**config.mk**
```make
export PLATFORM = sky130hd
export DESIGN_NAME = rv32i_fetch_unit
export DESIGN_NICKNAME = d
export VERILOG_FILES = /design/src/rtl/rv32i_pkg.sv /design/src/rtl/rv32i_fetch_fifo.sv /design/src/rtl/rv32i_fetch_unit.sv
export SDC_FILE = /design/constraint.sdc
export NUM_CORES = 1
export LEC_CHECK = 0
export ABC_AREA = 0
export BUFFER_PORTS_ARGS = -buffer_cell sky130_fd_sc_hd__buf_2
export CAP_MARGIN = 20
export CORE_UTILIZATION = 30
export CTS_BUF_LIST = sky130_fd_sc_hd__clkbuf_16
export DETAILED_ROUTE_END_ITERATION = 7
export PLACE_DENSITY = 0.57
export SYNTH_ARGS = -nofsm -noshare
export SYNTH_HDL_FRONTEND = slang
export SYNTH_SLANG_ARGS = --single-unit
```
**constraint.sdc**
```tcl
create_clock -name clk -period 3.8 [get_ports clk]
set_clock_uncertainty 0.15 [all_clocks]
set_input_delay 0.76 -clock clk [delete_from_list [all_inputs] [get_ports clk]]
set_output_delay 0.76 -clock clk [all_outputs]
set_load 0.05 [all_outputs]
```
**src/rtl/rv32i_pkg.sv**
```systemverilog
// Shared RV32I front-end types and constants.
// Holds XLEN, the canonical NOP encoding and the fetch-buffer entry type.
package rv32i_pkg;

    localparam int XLEN = 32;

    localparam logic [XLEN-1:0] NOP_INSTR = 32'h00000013;

    typedef struct packed {
        logic [XLEN-1:0] pc;
        logic [XLEN-1:0] instr;
    } fetch_entry_t;

endpackage

```
**src/rtl/rv32i_fetch_fifo.sv**
```systemverilog
// In-order instruction buffer of {pc,instr} entries.
// Ports: clk, reset (async, active-high), push/push_data, pop, flush,
// head (oldest entry), count, empty, full.
module rv32i_fetch_fifo
    import rv32i_pkg::*;
#(
    parameter int  DEPTH = 4,
    localparam int AW    = $clog2(DEPTH),
    localparam int CW    = AW + 1
) (
    input  logic         clk,
    input  logic         reset,
    input  logic         push,
    input  fetch_entry_t push_data,
    input  logic         pop,
    input  logic         flush,
    output fetch_entry_t head,
    output logic [CW-1:0] count,
    output logic         empty,
    output logic         full
);

    localparam logic [CW-1:0] FULL_CNT = CW'(DEPTH);

    fetch_entry_t  mem [DEPTH];
    logic [AW-1:0] rd_ptr;
    logic [AW-1:0] wr_ptr;
    logic          do_push;
    logic          do_pop;

    assign empty   = (count == '0);
    assign full    = (count == FULL_CNT);
    assign do_pop  = pop && !empty;
    assign do_push = push && (!full || do_pop);
    assign head    = mem[rd_ptr];

    // DEPTH is a power of two, so the pointers wrap on their own.
    always_ff @(posedge clk or posedge reset) begin
        if (reset) begin
            rd_ptr <= '0;
            wr_ptr <= '0;
            count  <= '0;
        end else if (flush) begin
            rd_ptr <= '0;
            wr_ptr <= '0;
            count  <= '0;
        end else begin
            if (do_push) wr_ptr <= wr_ptr + AW'(1);
            if (do_pop)  rd_ptr <= rd_ptr + AW'(1);
            count <= count + CW'(do_push) - CW'(do_pop);
        end
    end

    // Storage needs no reset: entries are only visible while count > 0.
    always_ff @(posedge clk) begin
        if (do_push && !flush) mem[wr_ptr] <= push_data;
    end

endmodule

```
**src/rtl/rv32i_fetch_unit.sv**
```systemverilog
// RV32I instruction fetch with credit-limited memory requests.
// Ports: clk, reset, imem_* request/response, redirect/redirect_pc,
// if_valid/if_ready/if_pc/if_instr toward IF/ID.
module rv32i_fetch_unit
    import rv32i_pkg::*;
#(
    parameter int          FIFO_DEPTH = 4,
    parameter logic [31:0] RESET_PC   = 32'h00000000
) (
    input  logic        clk,
    input  logic        reset,
    output logic        imem_req,
    output logic [31:0] imem_addr,
    input  logic        imem_gnt,
    input  logic        imem_rvalid,
    input  logic [31:0] imem_rdata,
    input  logic        redirect,
    input  logic [31:0] redirect_pc,
    output logic        if_valid,
    input  logic        if_ready,
    output logic [31:0] if_pc,
    output logic [31:0] if_instr
);

    localparam int          CW         = $clog2(FIFO_DEPTH) + 1;
    localparam logic [CW:0] CREDIT_MAX = (CW + 1)'(FIFO_DEPTH);

    logic [XLEN-1:0] fetch_pc;
    logic [CW-1:0]   live_cnt;
    logic [CW-1:0]   kill_cnt;
    logic [CW-1:0]   fifo_count;
    logic [CW:0]     credit_used;
    logic            grant;
    logic            keep_rsp;
    logic            fifo_pop;
    logic            fifo_empty;
    logic            fifo_full_unused;
    fetch_entry_t    rsp_entry;
    fetch_entry_t    head;

    assign credit_used = {1'b0, fifo_count} + {1'b0, live_cnt}
                       + {1'b0, kill_cnt};

    // Gated by reset so the request drops the moment reset asserts.
    assign imem_req  = !reset && (credit_used < CREDIT_MAX);
    assign imem_addr = fetch_pc;
    assign grant     = imem_req && imem_gnt;

    assign keep_rsp = imem_rvalid && (kill_cnt == '0) && !redirect;
    assign fifo_pop = if_valid && if_ready && !redirect;

    // Live requests are consecutive words ending just below fetch_pc,
    // so the oldest one sits live_cnt words back.
    assign rsp_entry = '{
        pc:    fetch_pc - (XLEN'(live_cnt) << 2),
        instr: imem_rdata
    };

    always_ff @(posedge clk or posedge reset) begin
        if (reset) begin
            fetch_pc <= RESET_PC;
            live_cnt <= '0;
            kill_cnt <= '0;
        end else if (redirect) begin
            fetch_pc <= redirect_pc & ~32'h3;
            live_cnt <= '0;
            kill_cnt <= kill_cnt + live_cnt + CW'(grant)
                      - CW'(imem_rvalid);
        end else begin
            if (grant) fetch_pc <= fetch_pc + 32'd4;
            if (imem_rvalid && kill_cnt != '0) kill_cnt <= kill_cnt - CW'(1);
            live_cnt <= live_cnt + CW'(grant) - CW'(keep_rsp);
        end
    end

    rv32i_fetch_fifo #(
        .DEPTH (FIFO_DEPTH)
    ) u_fifo (
        .clk       (clk),
        .reset     (reset),
        .push      (keep_rsp),
        .push_data (rsp_entry),
        .pop       (fifo_pop),
        .flush     (redirect),
        .head      (head),
        .count     (fifo_count),
        .empty     (fifo_empty),
        .full      (fifo_full_unused)
    );

    assign if_valid = !fifo_empty;
    assign if_pc    = fifo_empty ? '0 : head.pc;
    assign if_instr = fifo_empty ? NOP_INSTR : head.instr;

endmodule

```
==> summary.md <==
In this run, post-CTS hold repair placed 0 buffers. For the full die area, the log shows 44300 um2. The routed length per instance was 19.3 um; the number of rows created at floorplan was 75.

After technology mapping, the gate count stands at 826. For the via count, the log shows 7676. The worst slew margin relative to its limit was 0.248; the actual slew at the worst max-slew pin was 1.12 ns. The combinational share of power was 0.355; the mapped cell area was 13000 um2. Internal portion of total power: 6.93 mW. Synthesis inferred 291 register bits. From bottom edge to top edge, the die measures 210 um. The net switching component of the power came out at 4.18 mW. TritonCTS built the clock tree. The run gives 7734 as the via count of the first global-routing pass. Total routing resource utilization after global routing: 0.143. Across the VDD grid, the largest voltage drop is 0.492 mV. The first global-routing pass estimated 47.1 mm of wire.

The endpoint kind of the worst setup timing path was an output port. The violation count after the first detailed-route iteration came out at 453. The most common cell after layout, fill and taps aside is sky130_fd_sc_hd__edfxtp_1.

Across the run, the number of max-cap violations was 0. The final number of hold-violating endpoints is 0. The number of clock buffers inserted by TritonCTS was 35; the fraction of registers with async set/reset was 0.148.

Data arrives at the worst endpoint at 2.77 ns. After clock tree synthesis, the clock-pin slew on the worst setup and hold paths is 0.06 ns. The Yosys step of the flow raised 0 warnings. On the worst path, the slowest cell contributes a delay of 0.58 ns. The quantity of gates resized following cts was 1. The worst endpoint required time came out at 2.89 ns. The slowest stage of the critical path belongs to the cell sky130_fd_sc_hd__fa_2. For the part of the power in the clock network, the log shows 0.292. The core region is 42400 um2. The detailed-route vias per instance is 4.80.

The clock drives 291 sinks. Post-route setup TNS: 0 ns. The longest clock path from root to sink contains 3 buffers. The tools report the number of nets with antenna violations after routing as 0.

Main flop type after synthesis: sky130_fd_sc_hd__edfxtp_1. The flow ran to the end, and the final reports show no timing, DRC or antenna violations. The first detailed-routing pass ran for 4 iterations. Power spread over the standard cell area amounts to 705 nW/um2.

The critical path class was flip-flop to output port. The worst setup path is launched from a flip-flop. The number of inserted diodes was 0; the post-detailed-route DRC marker count was 0.

Counting I/O delays and the setup requirement, the final critical path takes 3.68 ns. For the initial antenna violation count, the log shows 0. Walking the worst path, the cells encountered are inv_1 > fa_1 > or2_2 > fa_2 > and3_1 > buf_4.

For the initial standard-cell utilization of the core, the log shows 0.307. The final number of setup-violating endpoints is 0, and the H-tree level count is 2. Entering global routing, the biggest net connects 63 pins.

The worst register-to-register path has a depth of 8. Counting the fill cells in the layout gives 4108. The static power due to leakage is 5.56 nW, and the final-report max-slew violation count is 0.

For the minimum hold slack, the log shows 0.265 ns. Detailed placement finished with a half-perimeter wire length of 20.3 mm. From left edge to right edge, the die measures 210 um.

The aggregate global routing overflow is 0, and the synthesized area divided by synthesized cell count is 15.8 um2. Proportion of power drawn by flip-flops and latches: 0.353. The tools report the clock root buffer master as sky130_fd_sc_hd__clkbuf_16.

The worst-skew pair later-pin latency came out at 0.54 ns. The post-CTS setup-driven buffer insertion count is 0. The final period utilization came out at 0.970. The congestion estimate from routability-driven global placement came to 0.816. The number of enable flip-flop cells after synthesis works out to 248. Setup repair after global routing left no endpoint under its margin.

In the layout the commonest cells are 248 x sky130_fd_sc_hd__edfxtp_1, 160 x sky130_fd_sc_hd__buf_2, 62 x sky130_fd_sc_hd__mux4_2. The synthesized netlist contains 49 unique library cells. The proportion of layout cells with a drive suffix above 1 is 0.334.

The area growth from synthesis to layout is 21.1%. The total wirelength of the detailed-routed design was 31.0 mm. The boundary pin count was 168. The maximum operating frequency was 271 MHz; the sequential fraction of the synthesis area was 0.654.

The path class of the tightest hold or removal check is input pin to async pin. The tools report the net count of the finished layout as 1094. The net switching fraction of the power was 0.376; the total of buffers placed on input and output ports was 161. The maximum fanout along the worst path was 5.
flip-flops by register name, summed over array words and instances (netlist names):
name	count
imem_addr	30
u_fifo.count	3
u_fifo.rd_ptr	2
u_fifo.mem	248
live_cnt	3
kill_cnt	3
u_fifo.wr_ptr	2
synthesized netlist by cell type (3+ instances only):
cell type,instances,area (um2)
sky130_fd_sc_hd__nand3_1,23,115
sky130_fd_sc_hd__buf_2,10,50.1
sky130_fd_sc_hd__and2_1,64,400
sky130_fd_sc_hd__buf_4,5,37.5
sky130_fd_sc_hd__or4_1,20,150
sky130_fd_sc_hd__and4_1,3,26.3
sky130_fd_sc_hd__nor4_2,12,150
sky130_fd_sc_hd__or3_1,4,25.0
sky130_fd_sc_hd__ha_1,18,225
sky130_fd_sc_hd__nand4_1,11,68.8
sky130_fd_sc_hd__inv_1,31,116
sky130_fd_sc_hd__and3_1,5,31.3
sky130_fd_sc_hd__nand4b_1,3,26.3
sky130_fd_sc_hd__or2_2,7,43.8
sky130_fd_sc_hd__mux4_2,62,1400
sky130_fd_sc_hd__xnor2_1,17,149
sky130_fd_sc_hd__o21ai_0,12,60.1
sky130_fd_sc_hd__a31oi_1,18,113
sky130_fd_sc_hd__clkbuf_1,37,139
sky130_fd_sc_hd__nor2_1,33,124
sky130_fd_sc_hd__nor2b_1,5,31.3
sky130_fd_sc_hd__nor4_1,5,31.3
sky130_fd_sc_hd__nor3_1,9,45.0
sky130_fd_sc_hd__buf_1,5,18.8
sky130_fd_sc_hd__a21oi_1,5,25.0
sky130_fd_sc_hd__edfxtp_1,248,7450
sky130_fd_sc_hd__xor2_1,26,228
sky130_fd_sc_hd__o31ai_1,18,135
sky130_fd_sc_hd__fa_1,8,160
sky130_fd_sc_hd__o211ai_1,3,22.5
sky130_fd_sc_hd__nand2_1,29,109
sky130_fd_sc_hd__dfrtp_1,43,1080
sky130_fd_sc_hd__or4_4,4,45.0
sky130_fd_sc_hd__nand3b_1,3,22.5
through the flow:
| step | worst slack, ns | util | power (mW) | instance area, um2 | cells |
|---|---|---|---|---|---|
| final | 0.115 | 0.372 | 11.1 | 15800 | 1600 |
| after global routing | 0.00542 | 0.372 | 11.7 | 15800 | 1600 |
| after CTS | 0.0261 | 0.371 | 11.3 | 15800 | 1600 |
| after detailed placement | 0.118 | 0.345 | 7.99 | 14600 | 1538 |
| after global placement | 0.171 | 0.345 | 7.97 | 14600 | 1538 |
| after floorplan | 0.127 | - | 6.88 | 13000 | 829 |
cell type report:
cell class	instances	area [um2]	share of cell area
Multi-Input combinational cell	448	4160	0.264
Tap cell	577	722	0.0458
Clock buffer	35	876	0.0555
Inverter	31	116	0.00738
Timing Repair Buffer	191	1120	0.0711
Clock inverter	27	251	0.0159
Sequential cell	291	8530	0.541
power by group through the flow:
stage / clock network, mW / registers (mW) / logic, mW
3_5_place_dp: 0 / 4.00 / 4.00
4_1_cts: 3.35 / 3.93 / 4.01
3_3_place_gp: 0 / 3.99 / 3.98
5_1_grt: 3.45 / 3.96 / 4.27
2_1_floorplan: 0 / 3.99 / 2.88
6_report: 3.25 / 3.93 / 3.94
worst max-delay path: cells and delay by family (launching register included):
family	cells	cell delay, ns
and+or+nand+nor	2	0.51
DFF	1	0.36
adders and majority gates	2	1.01
buffers and inverters	2	0.36
layer usage:
layer | up-vias | share of wire | global-route usage
met1 | 3884 | 0.46 | 0.194
met2 | 239 | 0.46 | 0.227
met5 | - | 0 | 0
met4 | 0 | 0.016 | 0.0372
met3 | 37 | 0.064 | 0.0359
li1 | 3516 | - | -
cells by family (layout without fill, tap and decap cells):
kind of cell	Yosys count	in the layout	synth area share
flops	291	291	0.654
simple gates	246	246	0.115
buf+inv	90	284	0.0295
mux	65	65	0.110
compound gates	64	64	0.0328
xor+xnor	43	43	0.0289
fa+ha+maj	26	26	0.0296
other cells	1	4	0.000288
final timing paths:
check / start / endpoint / slack [ns]
worst min-delay path: reset / imem_addr[3]$_DFFE_PP0N_ / 0.26
worst max register to register: kill_cnt[1]$_DFFE_PP0P_ / imem_addr[28]$_DFFE_PP0N_ / 0.17
worst min register to register: u_fifo.wr_ptr[0]$_DFFE_PP0P_ / u_fifo.wr_ptr[0]$_DFFE_PP0P_ / 0.42
min in group clk: redirect_pc[2] / imem_addr[2]$_DFFE_PP0N_ / 0.27
worst max-delay path: kill_cnt[1]$_DFFE_PP0P_ / imem_req / 0.12
max in group asynchronous: reset / u_fifo.rd_ptr[0]$_DFFE_PP0P_ / 2.80
No activity file was read; power rests on OpenSTA's default activity.
